[src/rtl/sipo_reg.sv]
// -----------------------------------------------------------------------------
// sipo_reg -- serial-in parallel-out receiver
//
// Receiving end of the PISO shift-register link. One serial bit is taken on
// every clock with shift_en high; every WIDTH bits form a word that is
// presented on data_out under a valid/ack handshake. A word that completes
// while the previous one is still unconsumed is dropped and flagged by the
// sticky overrun output.
//
// Parameters:
//   WIDTH      bits per word (>= 2)
//   MSB_FIRST  1: first received bit lands in data_out[WIDTH-1]
//              0: first received bit lands in data_out[0]
//
// Ports:
//   clk         system clock, rising edge
//   rst         asynchronous active-low reset
//   shift_en    data_in carries a valid serial bit this cycle
//   data_in     serial bit
//   frame_clr   synchronous realign: drop the partial word, clear overrun
//   data_ack    consumer accepts the word on data_out
//   data_out    last completed word
//   data_valid  data_out holds an unconsumed word
//   overrun     sticky flag: a completed word was dropped
//   bit_cnt     bits received in the current partial word
// -----------------------------------------------------------------------------
module sipo_reg #(
  parameter int WIDTH     = 8,
  parameter bit MSB_FIRST = 1'b1
) (
  input  logic                     clk,
  input  logic                     rst,
  input  logic                     shift_en,
  input  logic                     data_in,
  input  logic                     frame_clr,
  input  logic                     data_ack,
  output logic [WIDTH-1:0]         data_out,
  output logic                     data_valid,
  output logic                     overrun,
  output logic [$clog2(WIDTH)-1:0] bit_cnt
);

  localparam int CNT_W = $clog2(WIDTH);
  localparam logic [CNT_W-1:0] LAST_BIT = CNT_W'(WIDTH - 1);

  logic [WIDTH-1:0] r_sr;
  logic [CNT_W-1:0] r_bit_cnt;
  logic [WIDTH-1:0] r_data_out;
  logic             r_data_valid;
  logic             r_overrun;

  logic [WIDTH-1:0] w_shifted;
  logic             w_last;

  // Next shift-register value including the bit presented this cycle; on the
  // completion edge this is the finished word.
  always_comb begin
    w_shifted = r_sr;
    if (MSB_FIRST) begin
      w_shifted = {r_sr[WIDTH-2:0], data_in};
    end else begin
      w_shifted = {data_in, r_sr[WIDTH-1:1]};
    end
  end

  assign w_last = (r_bit_cnt == LAST_BIT);

  // Shift register, bit counter and handshake/overrun state.
  always_ff @(posedge clk or negedge rst) begin
    if (!rst) begin
      r_sr         <= '0;
      r_bit_cnt    <= '0;
      r_data_out   <= '0;
      r_data_valid <= 1'b0;
      r_overrun    <= 1'b0;
    end else if (frame_clr) begin
      // Realign wins over shifting; the output handshake keeps running.
      r_sr      <= '0;
      r_bit_cnt <= '0;
      r_overrun <= 1'b0;
      if (data_ack) begin
        r_data_valid <= 1'b0;
      end else begin
        r_data_valid <= r_data_valid;
      end
    end else if (shift_en) begin
      r_sr <= w_shifted;
      if (w_last) begin
        r_bit_cnt <= '0;
        // An ack on the completion edge frees the slot for the new word.
        if (!r_data_valid || data_ack) begin
          r_data_out   <= w_shifted;
          r_data_valid <= 1'b1;
        end else begin
          r_overrun <= 1'b1;
        end
      end else begin
        r_bit_cnt <= r_bit_cnt + CNT_W'(1);
        if (data_ack) begin
          r_data_valid <= 1'b0;
        end else begin
          r_data_valid <= r_data_valid;
        end
      end
    end else begin
      if (data_ack) begin
        r_data_valid <= 1'b0;
      end else begin
        r_data_valid <= r_data_valid;
      end
    end
  end

  assign data_out   = r_data_out;
  assign data_valid = r_data_valid;
  assign overrun    = r_overrun;
  assign bit_cnt    = r_bit_cnt;

endmodule

[config.mk]
export PLATFORM = sky130hd
export DESIGN_NAME = sipo_reg
export DESIGN_NICKNAME = d
export VERILOG_FILES = /design/src/rtl/sipo_reg.sv
export SDC_FILE = /design/constraint.sdc
export NUM_CORES = 1
export LEC_CHECK = 0
export ABC_AREA = 0
export CORE_MARGIN = 1.5
export CORE_UTILIZATION = 48
export DETAILED_ROUTE_END_ITERATION = 10
export GPL_TIMING_DRIVEN = 0
export PLACE_DENSITY = 0.82
export REMOVE_ABC_BUFFERS = 1
export SLEW_MARGIN = 10
export SYNTH_ARGS = -nofsm -noshare
export SYNTH_HDL_FRONTEND = slang
export SYNTH_SLANG_ARGS = --single-unit
[constraint.sdc]
create_clock -name clk -period 2 [get_ports clk]
set_clock_uncertainty 0.2 [all_clocks]
set_input_delay 0.4 -clock clk [delete_from_list [all_inputs] [get_ports clk]]
set_output_delay 0.4 -clock clk [all_outputs]
set_load 0.1 [all_outputs]
==> flow_metrics.py <==
metrics = {
    "power_and_ir_drop": {
        "clkPwrFrac_pct": 31.5,
        "p_int_mw": 0.545,
        "leakage_nw": 0.543,
        "power_frac_comb_pct": 10.7,
        "powerDensity_nw_per_um2": 645,
        "irDropWorstVdd_mv": 0.354,
        "p_total_mw": 0.719,
        "swShare_pct": 24.3,
        "p_switching_mw": 0.174,
        "pwr-share-seq_pct": 57.8,
    },
    "worst_setup_path": {
        "cp-end-kind": "flip-flop",
        "startpoint_type": "input port",
        "crit_arrival_ns": 1.91,
        "worst-setup-path-type": "in -> reg",
        "required_ns": 1.98,
        "r2r-end": "data_out[7]",
        "cp_max_fo": 13,
        "reg2reg_from": "bit_cnt[0]",
        "rrSetupSlack_ns": 0.26,
        "worstRegToRegCells": 4,
    },
    "floorplan": {
        "start_util_pct": 50.8,
        "core_area_um2": 1710,
        "die-height_um": 45.5,
        "die-area_um2": 2070,
        "num_io_pins": 19,
        "die_w_um": 45.5,
        "core.rowCount": 15,
    },
    "synthesis": {
        "yosysWarnings": 0,
        "synth_compound_area_share_pct": 1.73,
        "synth_cells": 61,
        "synth_fa_ha_area_share_pct": 4.32,
        "synth-seq-area-share_pct": 57.6,
        "synth_area_leaders": "dfrtp_1, mux2_4, mux2i_1",
        "synth_ff_type": "dfrtp_1",
        "syn_area_um2": 868,
        "synth-xor-area-share_pct": 0,
        "synthMuxAreaShare_pct": 25.4,
        "avgSynthCellArea_um2": 14.2,
        "yosysTopAreaCell": "dfrtp_1",
        "synth_common_cells": "dfrtp_1, nor2_1, mux2i_1",
        "synth_edf_count": 0,
        "ys_types": 13,
        "yosys.area_share.simple_pct": 8.21,
        "synthArstFlopShare_pct": 100,
        "yosysMostFrequentCell": "dfrtp_1",
        "synth_top_family_by_area": "multiplexers",
        "synth_top_area_share_pct": 57.6,
        "synth-seq-cells": 20,
    },
    "grt": {
        "track_usage_pct": 13.6,
        "antenna_found_initial": 0,
        "grt-ovfl-total": 0,
        "grt_pass1_vias": 464,
        "grt_max_degree": 21,
        "grt_pass1_wl_um": 1970,
    },
    "timing": {
        "rsz0062_at_grt": "false",
        "setup_viol": 0,
        "hold_slack_ns": 0.318,
        "min_period_over_period_pct": 96.1,
        "hold_violations": 0,
        "layout_min_cycle_time_ns": 1.92,
        "tightest_slew_ns": 0.868,
        "maxSlewViolCount": 0,
        "fmax_mhz": 520,
        "setup_ws_ns": 0.0772,
        "maxSlewHeadroom_pct": 42.0,
        "setup_tns_ns": 0,
    },
    "route": {
        "drtIter0Drc": 14,
        "wl_per_cell_um": 12.4,
        "routed_wl_um": 1310,
        "ant_nets": 0,
        "avgViaCountPerCell": 4.65,
        "drc": 0,
        "firstDrtPassIters": 3,
        "vias": 488,
    },
    "clock_network": {
        "cts_buffer_depth": 2,
        "cts_root_buf": "clkbuf_4",
        "cts_made_buffers": 3,
        "hold_buffers": 0,
        "cts.clk_slew.worst_paths_ns": 0.10,
        "h-tree-depth": 1,
        "clk_latency_ns": 0.29,
        "cts_sinks": 20,
        "cts_tree": "built",
    },
    "layout": {
        "post-route-util_pct": 65.3,
        "drive_gt1_share_pct": 35.0,
        "num-nets-final": 90,
        "syn_to_final_growth_pct": 28.4,
        "num_antenna_cells": 0,
        "nFillCells": 137,
    },
    "place": {
        "post-place-ws_ns": -0.624,
        "port_buffers": 18,
        "hpwlAfterDp_um": 896,
        "gp_congestion": 0.698,
    },
    "hold_path": {
        "worstHoldStart": "r_sr[6]",
        "timing.hold.worst_endpoint": "data_out[7]",
        "whs_path_depth": 1,
        "min_path_type": "reg -> reg",
    },
    "run": {
        "drv_cap": 0,
    },
    "outcome": {
        "status": "finished, final reports clean",
    },
}
==> cells by family after synthesis <==
family                     after synthesis
muxes                                   18
and+or+nand+nor                         14
adders and majority gates                3
DFF                                     20
buffers and inverters                    4
AOI/OAI and AO/OA                        2
==> registers in the layout, indices dropped and copies added, names as in the netlist <==
register,cells
data_out,8
bit_cnt,3
overrun,1
r_sr,7
data_valid,1
==> metal layers <==
layer	vias to the layer above	share of wire, %	GRT usage (%)
li1	245	-	-
met1	231	50	17.7
met2	10	45	20.6
met3	2	4.1	3.57
met4	0	0.92	7.06
met5	-	0	0
==> cell usage in the layout (no fill, tap or decap) <==
master	n
a31o_2	1
ha_1	3
dfrtp_1	20
nor2b_4	1
and4bb_4	1
mux2i_1	10
dlygate4sd2_1	1
clkbuf_4	3
clkbuf_8	1
a31oi_1	1
nor2_1	12
inv_1	1
mux2_4	8
clkdlybuf4s15_2	13
clkdlybuf4s50_1	4
==> power by group through the flow <==
stage / Clock [mW] / Sequential (mW) / Combinational [mW]
3_3_place_gp: 0 / 0.423 / 0.0789
2_1_floorplan: 0 / 0.450 / 0.0152
5_1_grt: 0.257 / 0.417 / 0.0824
4_1_cts: 0.235 / 0.416 / 0.0781
6_report: 0.226 / 0.416 / 0.0769
3_5_place_dp: 0 / 0.424 / 0.0795
==> final cells by class <==
cell class | instances | area (µm²) | share of cell area (%)
sequential | 20 | 500 | 44.9
inverter | 1 | 3.75 | 0.337
tap | 25 | 31.3 | 2.81
clock buffer | 4 | 36.3 | 3.25
timing repair buffer | 18 | 195 | 17.5
multi-input combinational | 37 | 348 | 31.2
==> what timing repair did <==
| item | CTS | global route |
|---|---|---|
| setup endpoints to repair | 21 | 0 |
| gates resized for setup | 42 | 0 |
| buffers inserted | 0 | 0 |
==> per-stage QoR <==
stage | cell area (µm²) | cells
6_report | 1110 | 105
5_1_grt | 1110 | 105
4_1_cts | 1110 | 105
3_5_place_dp | 1060 | 101
3_3_place_gp | 1060 | 101
2_1_floorplan | 848 | 58
==> worst max-delay path, cell delays in order <==
cell and delay [ns]:
clkdlybuf4s50_1 0.63, and4bb_4 0.55, mux2_4 0.32
==> worst max path at each step <==
stage | endpoint | from | slack (ns) | depth (start not counted)
6_report | data_out[7] | frame_clr | 0.08 | 3
5_1_grt | bit_cnt[0] | bit_cnt[0] | 0.06 | 1
4_1_cts | data_out[2] | frame_clr | 0.07 | 3
3_5_place_dp | data_out[0] | shift_en | -0.62 | 3
3_3_place_gp | data_out[1] | shift_en | -0.62 | 3
2_1_floorplan | data_out[0] | bit_cnt[0] | -0.49 | 4
Power figures use the tool's default switching activity.
